$ cat src/rtl/lsu_pkg.sv
// Shared LSU types: FSM state encoding, funct3 memory-op codes and access-size decode.
package lsu_pkg;

  typedef enum logic [1:0] {
    ST_IDLE = 2'd0,
    ST_REQ  = 2'd1,
    ST_RSP  = 2'd2,
    ST_DONE = 2'd3
  } lsu_state_e;

  localparam logic [2:0] MEMOP_B  = 3'b000;
  localparam logic [2:0] MEMOP_H  = 3'b001;
  localparam logic [2:0] MEMOP_W  = 3'b010;
  localparam logic [2:0] MEMOP_D  = 3'b011;
  localparam logic [2:0] MEMOP_BU = 3'b100;
  localparam logic [2:0] MEMOP_HU = 3'b101;
  localparam logic [2:0] MEMOP_WU = 3'b110;

  // log2 of the access size in bytes; funct3[1:0] already encodes it.
  function automatic logic [1:0] size_log2(input logic [2:0] memop);
    return memop[1:0];
  endfunction

  function automatic logic [7:0] size_mask(input logic [2:0] memop);
    case (size_log2(memop))
      2'd0:    return 8'h01;
      2'd1:    return 8'h03;
      2'd2:    return 8'h0F;
      default: return 8'hFF;
    endcase
  endfunction

endpackage

$ cat src/rtl/lsu_mem_ctrl_if.sv
// Request/response bus between the LSU memory controller and the memory slave.
interface lsu_mem_ctrl_if #(parameter int XLEN = 64);
  logic              req_valid;
  logic              req_ready;
  logic              req_wen;
  logic [XLEN-1:0]   req_addr;
  logic [XLEN-1:0]   req_wdata;
  logic [XLEN/8-1:0] req_wstrb;
  logic              rsp_valid;
  logic              rsp_ready;
  logic [XLEN-1:0]   rsp_rdata;
  logic              rsp_err;

  modport master (
    output req_valid, req_wen, req_addr, req_wdata, req_wstrb, rsp_ready,
    input  req_ready, rsp_valid, rsp_rdata, rsp_err
  );

  modport slave (
    input  req_valid, req_wen, req_addr, req_wdata, req_wstrb, rsp_ready,
    output req_ready, rsp_valid, rsp_rdata, rsp_err
  );
endinterface

$ cat src/rtl/lsu_lane_align.sv
// Combinational byte-lane steering: store shift/strobes, load select/extend, misalignment.
module lsu_lane_align
  import lsu_pkg::*;
#(
  parameter int XLEN = 64
) (
  input  logic [2:0]        memop,
  input  logic [2:0]        offset,
  input  logic [XLEN-1:0]   wdata,
  input  logic [XLEN-1:0]   rdata,
  output logic [XLEN-1:0]   wdata_sh,
  output logic [XLEN/8-1:0] wstrb,
  output logic [XLEN-1:0]   rdata_ext,
  output logic              misaligned
);

  localparam int STRB_W = XLEN / 8;

  logic [XLEN-1:0]   rdata_sh_s;
  logic [5:0]        bit_off_s;
  logic              sext_s;
  logic [STRB_W-1:0] mask_s;

  assign bit_off_s = {offset, 3'b000};
  assign sext_s    = ~memop[2];
  assign mask_s    = STRB_W'(size_mask(memop));

  // Lane shifting, load extension and alignment check.
  always_comb begin
    wdata_sh   = wdata << bit_off_s;
    wstrb      = mask_s << offset;
    rdata_sh_s = rdata >> bit_off_s;
    case (memop)
      MEMOP_B, MEMOP_BU: rdata_ext = {{(XLEN-8){sext_s & rdata_sh_s[7]}}, rdata_sh_s[7:0]};
      MEMOP_H, MEMOP_HU: rdata_ext = {{(XLEN-16){sext_s & rdata_sh_s[15]}}, rdata_sh_s[15:0]};
      MEMOP_W, MEMOP_WU: rdata_ext = {{(XLEN-32){sext_s & rdata_sh_s[31]}}, rdata_sh_s[31:0]};
      default:           rdata_ext = rdata_sh_s;
    endcase
    case (size_log2(memop))
      2'd0:    misaligned = 1'b0;
      2'd1:    misaligned = offset[0];
      2'd2:    misaligned = |offset[1:0];
      default: misaligned = |offset;
    endcase
  end

endmodule

$ cat src/rtl/lsu_mem_ctrl.sv
// LSU memory controller: turns one load/store into a single aligned bus request/response
// and hands the extended result (or fault) to write-back.
module lsu_mem_ctrl
  import lsu_pkg::*;
#(
  parameter int XLEN = 64
) (
  input  logic            clk,
  input  logic            rst,
  input  logic            in_valid,
  output logic            in_ready,
  input  logic            i_MemWr,
  input  logic            i_MemRd,
  input  logic [2:0]      i_MemOP,
  input  logic [XLEN-1:0] i_addr,
  input  logic [XLEN-1:0] i_wdata,
  output logic            out_valid,
  input  logic            out_ready,
  output logic [XLEN-1:0] o_rdata,
  output logic            o_err,
  lsu_mem_ctrl_if.master  bus
);

  localparam int STRB_W = XLEN / 8;

  lsu_state_e        state_r, state_nxt_s;
  logic              is_mem_s, misaligned_s;
  logic [2:0]        align_op_s, align_off_s;
  logic [XLEN-1:0]   wdata_sh_s, rdata_ext_s;
  logic [STRB_W-1:0] wstrb_s;

  logic              wen_r;
  logic [XLEN-1:0]   addr_r, wdata_r, rdata_r;
  logic [STRB_W-1:0] wstrb_r;
  logic [2:0]        off_r, op_r;
  logic              err_r;

  assign is_mem_s = i_MemWr | i_MemRd;

  // Stores use the live instruction fields; loads are finished with the captured ones.
  assign align_op_s  = (state_r == ST_IDLE) ? i_MemOP     : op_r;
  assign align_off_s = (state_r == ST_IDLE) ? i_addr[2:0] : off_r;

  lsu_lane_align #(.XLEN(XLEN)) u_align (
    .memop      (align_op_s),
    .offset     (align_off_s),
    .wdata      (i_wdata),
    .rdata      (bus.rsp_rdata),
    .wdata_sh   (wdata_sh_s),
    .wstrb      (wstrb_s),
    .rdata_ext  (rdata_ext_s),
    .misaligned (misaligned_s)
  );

  // State register.
  always_ff @(posedge clk or negedge rst) begin
    if (!rst) begin
      state_r <= ST_IDLE;
    end else begin
      state_r <= state_nxt_s;
    end
  end

  // Next-state logic and handshake decode.
  always_comb begin
    state_nxt_s   = state_r;
    in_ready      = 1'b0;
    out_valid     = 1'b0;
    bus.req_valid = 1'b0;
    bus.rsp_ready = 1'b0;
    case (state_r)
      ST_IDLE: begin
        if (in_valid) begin
          if (is_mem_s && !misaligned_s) begin
            state_nxt_s = ST_REQ;
          end else begin
            state_nxt_s = ST_DONE;
          end
        end else begin
          state_nxt_s = ST_IDLE;
        end
      end
      ST_REQ: begin
        bus.req_valid = 1'b1;
        if (bus.req_ready) begin
          state_nxt_s = ST_RSP;
        end else begin
          state_nxt_s = ST_REQ;
        end
      end
      ST_RSP: begin
        bus.rsp_ready = 1'b1;
        if (bus.rsp_valid) begin
          state_nxt_s = ST_DONE;
        end else begin
          state_nxt_s = ST_RSP;
        end
      end
      ST_DONE: begin
        out_valid = 1'b1;
        if (out_ready) begin
          in_ready    = 1'b1;
          state_nxt_s = ST_IDLE;
        end else begin
          state_nxt_s = ST_DONE;
        end
      end
      default: begin
        state_nxt_s = ST_IDLE;
      end
    endcase
  end

  // Request capture on acceptance, result capture on the response.
  always_ff @(posedge clk or negedge rst) begin
    if (!rst) begin
      wen_r   <= 1'b0;
      addr_r  <= '0;
      wdata_r <= '0;
      wstrb_r <= '0;
      off_r   <= 3'b000;
      op_r    <= 3'b000;
      rdata_r <= '0;
      err_r   <= 1'b0;
    end else begin
      case (state_r)
        ST_IDLE: begin
          if (in_valid) begin
            wen_r   <= i_MemWr;
            addr_r  <= {i_addr[XLEN-1:3], 3'b000};
            wdata_r <= i_MemWr ? wdata_sh_s : '0;
            wstrb_r <= i_MemWr ? wstrb_s : '0;
            off_r   <= i_addr[2:0];
            op_r    <= i_MemOP;
            rdata_r <= '0;
            err_r   <= is_mem_s & misaligned_s;
          end
        end
        ST_RSP: begin
          if (bus.rsp_valid) begin
            // Write responses carry no data worth returning.
            rdata_r <= wen_r ? '0 : rdata_ext_s;
            err_r   <= bus.rsp_err;
          end
        end
        default: begin
        end
      endcase
    end
  end

  assign bus.req_wen   = wen_r;
  assign bus.req_addr  = addr_r;
  assign bus.req_wdata = wdata_r;
  assign bus.req_wstrb = wstrb_r;
  assign o_rdata       = rdata_r;
  assign o_err         = err_r;

endmodule

$ cat src/flat_wrapper.sv
// flat-port wrapper written by rule: the top's interface ports become plain ports
module lsu_mem_ctrl_flat import lsu_pkg::*;
#(
  parameter int XLEN = 64
)
  (clk, rst, in_valid, in_ready, i_MemWr, i_MemRd, i_MemOP, i_addr, i_wdata, out_valid, out_ready, o_rdata, o_err, bus_req_valid, bus_req_wen, bus_req_addr, bus_req_wdata, bus_req_wstrb, bus_rsp_ready, bus_req_ready, bus_rsp_valid, bus_rsp_rdata, bus_rsp_err);
  lsu_mem_ctrl_if #(.XLEN(XLEN)) bus_i ();
  input  logic clk;
  input  logic rst;
  input  logic in_valid;
  output logic in_ready;
  input  logic i_MemWr;
  input  logic i_MemRd;
  input  logic [2:0] i_MemOP;
  input  logic [XLEN-1:0] i_addr;
  input  logic [XLEN-1:0] i_wdata;
  output logic out_valid;
  input  logic out_ready;
  output logic [XLEN-1:0] o_rdata;
  output logic o_err;
  output wire logic [$bits(bus_i.req_valid)-1:0] bus_req_valid;
  output wire logic [$bits(bus_i.req_wen)-1:0] bus_req_wen;
  output wire logic [$bits(bus_i.req_addr)-1:0] bus_req_addr;
  output wire logic [$bits(bus_i.req_wdata)-1:0] bus_req_wdata;
  output wire logic [$bits(bus_i.req_wstrb)-1:0] bus_req_wstrb;
  output wire logic [$bits(bus_i.rsp_ready)-1:0] bus_rsp_ready;
  input wire logic [$bits(bus_i.req_ready)-1:0] bus_req_ready;
  input wire logic [$bits(bus_i.rsp_valid)-1:0] bus_rsp_valid;
  input wire logic [$bits(bus_i.rsp_rdata)-1:0] bus_rsp_rdata;
  input wire logic [$bits(bus_i.rsp_err)-1:0] bus_rsp_err;
  assign bus_req_valid = bus_i.req_valid;
  assign bus_req_wen = bus_i.req_wen;
  assign bus_req_addr = bus_i.req_addr;
  assign bus_req_wdata = bus_i.req_wdata;
  assign bus_req_wstrb = bus_i.req_wstrb;
  assign bus_rsp_ready = bus_i.rsp_ready;
  assign bus_i.req_ready = bus_req_ready;
  assign bus_i.rsp_valid = bus_rsp_valid;
  assign bus_i.rsp_rdata = bus_rsp_rdata;
  assign bus_i.rsp_err = bus_rsp_err;
  lsu_mem_ctrl #(.XLEN(XLEN)) u_core (.clk(clk), .rst(rst), .in_valid(in_valid), .in_ready(in_ready), .i_MemWr(i_MemWr), .i_MemRd(i_MemRd), .i_MemOP(i_MemOP), .i_addr(i_addr), .i_wdata(i_wdata), .out_valid(out_valid), .out_ready(out_ready), .o_rdata(o_rdata), .o_err(o_err), .bus(bus_i));
endmodule
$ cat config.mk
export PLATFORM = sky130hd
export DESIGN_NAME = lsu_mem_ctrl_flat
export DESIGN_NICKNAME = d
export VERILOG_FILES = /design/src/rtl/lsu_pkg.sv /design/src/rtl/lsu_mem_ctrl_if.sv /design/src/rtl/lsu_lane_align.sv /design/src/rtl/lsu_mem_ctrl.sv /design/src/flat_wrapper.sv
export SDC_FILE = /design/constraint.sdc
export NUM_CORES = 1
export LEC_CHECK = 0
export CORE_MARGIN = 1.5
export CORE_UTILIZATION = 37
export DETAILED_ROUTE_END_ITERATION = 6
export PLACE_DENSITY = 0.69
export SETUP_SLACK_MARGIN = 0.02
export SLEW_MARGIN = 0
export SYNTH_ARGS = -nofsm -noshare
export SYNTH_HDL_FRONTEND = slang
export SYNTH_HIERARCHICAL = 1
export SYNTH_SLANG_ARGS = --single-unit
$ cat constraint.sdc
create_clock -name clk -period 2.74 [get_ports clk]
set_input_delay 0.548 -clock clk [delete_from_list [all_inputs] [get_ports clk]]
set_output_delay 0.548 -clock clk [all_outputs]
set_load 0.01 [all_outputs]
==> impl_metrics.yaml <==
routing:
  wl_met3_mm: 4.00
  drt_pass1_iterations: 7
  maxUsedRoutingLayer: "met5"
  drt-initial-drc-count: 1107
  route.vias.total: 11900
  drtAntennaViolNets: 0
  wl_per_cell_um: 21.4
  m1WireLength_mm: 20.6
  wirelength_mm: 46.9
  wl_met2_mm: 20.7
  vias_per_cell: 5.44
  drcViolationCount: 9
setup_path:
  r2r.worst_path.cells: 11
  rr_startpoint: "u_core/state_r[0]$_DFF_PN0_"
  startpoint: "u_core/state_r[0]$_DFF_PN0_"
  cp-end-kind: "flop"
  start_kind: "flop"
  worstPathArrival_ns: 3.11
  worst_r2r_endpoint: "u_core/o_rdata[46]$_DFFE_PN0P_"
  worstPathRequired_ns: 3.19
  crit_type: "flop to flop"
  critPathMaxFanout: 7
  reg2reg_slack_ns: 0.08
yosys:
  synth_top_area_share_pct: 40.5
  synth_flop_cell: "dfrtp_1"
  synth_area_leader_cell: "dfrtp_1"
  synth_area_per_cell_um2: 9.63
  seq_area_frac_synth_pct: 40.5
  synth-seq-cells: 207
  yosysUniqueCellTypes: 44
  yosys_warnings: 6
  async_flop_share_pct: 100
  netlist_instances: 1328
  netlist_area_mm2: 0.0128
  synth-edff-count: 0
  synthTopCellsByArea: "dfrtp_1 (40%), nand2_1 (8.7%), mux2_4 (8.0%)"
die:
  fp.dieH_um: 189
  initial_core_util_pct: 37.9
  num_rows: 67
  ioPinCount: 410
  core-area_mm2: 0.0338
  die_area_mm2: 0.0357
  die_w_um: 189
clock_network:
  root_buffer: "clkbuf_16"
  numCtsBuffers: 25
  cts_sinks: 207
  cts_tree: "yes"
  cts_buffer_depth: 3
  clock_latency_ns: 0.55
  h-tree-depth: 1
  cts.clk_slew.worst_paths_ns: 0.06
place:
  post_dp_cell_area_mm2: 0.0176
  place_ws_ns: -0.125
  port_buffers: 406
  gp_congestion: 0.932
  dp_hpwl_mm: 34.6
pwr:
  intPower_mw: 14.4
  p_comb_share_pct: 63.5
  power.density_mw_per_mm2: 1300
  seq_power_share_pct: 22.1
  p_clk_share_pct: 14.5
  swShare_pct: 41.1
  vdd_ir_drop_max_uv: 1130
  switching_power_mw: 10.0
  p_leak_nw: 8.06
worst_hold_path:
  whs_endpoint: "u_core/bus.req_wen$_DFFE_PN0P_"
  whs_path_depth: 2
  hold_start: "i_MemWr"
  hp-class: "input port to flop"
global_route:
  grt_usage_pct: 25.5
  grt_max_degree: 128
  grt_overflow_total: 0
  grt_pass1_wl_mm: 70.9
  grt_pass1_vias: 11700
  antenna_found_initial: 5
run_status:
  status: "finished, violations left"
  violations: "DRC"
sta:
  period_minus_slack_ns: 2.66
  slew_violations: 0
  setup_slack_ns: 0.0806
  worst_pin_slew_ns: 1.09
  rsz0062_at_grt: "true"
  hold_viol_final: 0
  finalClockSkew_ns: 0.0155
  post-route-period-util_pct: 97.1
  tns_ns: 0
  maxSlewHeadroom_pct: 27.3
  setup_viol: 0
  fmax_mhz: 376
final_layout:
  fin_area_mm2: 0.0187
  final_cell_mix: "clkdlybuf4s50_1 (404), nand2_1 (295), dfrtp_1 (206)"
  fillers: 2955
  layout_commonest_cell: "clkdlybuf4s50_1"
  final_nets: 1930
  layout-drive-gt1-share_pct: 17.2
  area_delta_synth_final_pct: 46.1
  final_util_pct: 55.3
job:
  maxCapViolCount: 0
synth_stat cells, types with 15 or more instances:
cell / instances
nand2_1: 295
dfrtp_1: 207
o21ai_0: 147
mux2i_1: 71
mux2_4: 68
o31ai_1: 64
nor2_1: 58
clkbuf_1: 52
buf_2: 41
mux2_2: 41
mux4_2: 35
nand4_1: 35
buf_6: 29
a21oi_1: 28
o21ai_1: 22
nand3_1: 20
o22ai_1: 18
a22oi_1: 15
through the flow:
| stage | hold slack, ns | cells | total power [mW] |
|---|---|---|---|
| CTS | 0.367 | 2183 | 24.1 |
| detailed placement | 0.470 | 2138 | 20.4 |
| finish | 0.364 | 2195 | 24.4 |
| global route | 0.366 | 2195 | 25.8 |
| global placement | 0.461 | 2138 | 20.3 |
| floorplan | 0.252 | 1330 | 14.0 |
power groups by stage:
stage          combinational, mW  sequential, mW  clock (mW)
3_5_place_dp                15.0            5.40           0
6_report                    15.5            5.38        3.53
5_1_grt                     16.6            5.52        3.72
2_1_floorplan               8.20            5.80           0
4_1_cts                     15.1            5.37        3.60
3_3_place_gp                14.9            5.36           0
kinds of logic (layout without fill, tap and decap cells):
kind of cell | count (synthesis) | in the layout | synth area share [%]
compound gates | 318 | 318 | 14.8
flops | 207 | 207 | 40.5
buf+inv | 143 | 555 | 6.75
simple gates | 444 | 444 | 14.6
other cells | 1 | 7 | 0.0293
mux | 215 | 216 | 23.3
area by class of cell:
class                      count  area (µm²)  area share, %
multi-input combinational    981        6840           36.6
timing repair buffer         506        5200           27.8
sequential                   207        5180           27.7
clock buffer                  32         692           3.70
tap                          448         561           3.00
clock inverter                12         175          0.938
inverter                       5        23.8          0.127
antenna                        4        10.0         0.0536
metal layers:
layer	global-route usage, %	up-vias
met1	36.2	5779
met4	8.85	2
li1	-	5508
met2	38.6	559
met5	0	-
met3	4.97	93
state kept, by name (all words and copies together) (netlist names), 2 cells and up:
name and flops:
u_core/bus.req_wdata 64, u_core/off_r 3, u_core/bus.req_addr 61, u_core/bus.req_wstrb 8
u_core/op_r 3, u_core/o_rdata 64, u_core/state_r 2
critical path, stage by stage, from the launching register on:
cell and delay, ns:
dfrtp_4 0.48, nor2_4 0.09, buf_6 0.14, mux2_4 0.39, mux2i_4 0.23, a22oi_2 0.22
nand4_1 0.24, buf_4 0.23, clkbuf_16 0.16, nand4_1 0.08, nand2_1 0.09, o31ai_1 0.21
repair_timing:
item,4_1_cts,5_1_grt
gates resized for setup,0,9
hold buffers,1,0
setup buffers,0,4
endpoints found under the hold margin,42,0
setup endpoints to repair,0,34
how the worst max path moves through the flow:
stage               cells past startpoint  slack (ns)                              endpoint
floorplan                              11        0.18        u_core/o_rdata[22]$_DFFE_PN0P_
global placement                       10       -0.11        u_core/o_rdata[56]$_DFFE_PN0P_
detailed placement                      9       -0.13  u_core/bus.req_wdata[50]$_DFFE_PN0P_
CTS                                    11        0.11        u_core/o_rdata[56]$_DFFE_PN0P_
global route                           11       -0.06        u_core/o_rdata[63]$_DFFE_PN0P_
finish                                 11        0.08        u_core/o_rdata[46]$_DFFE_PN0P_
Note: power is estimated with default switching activity, not from simulation.
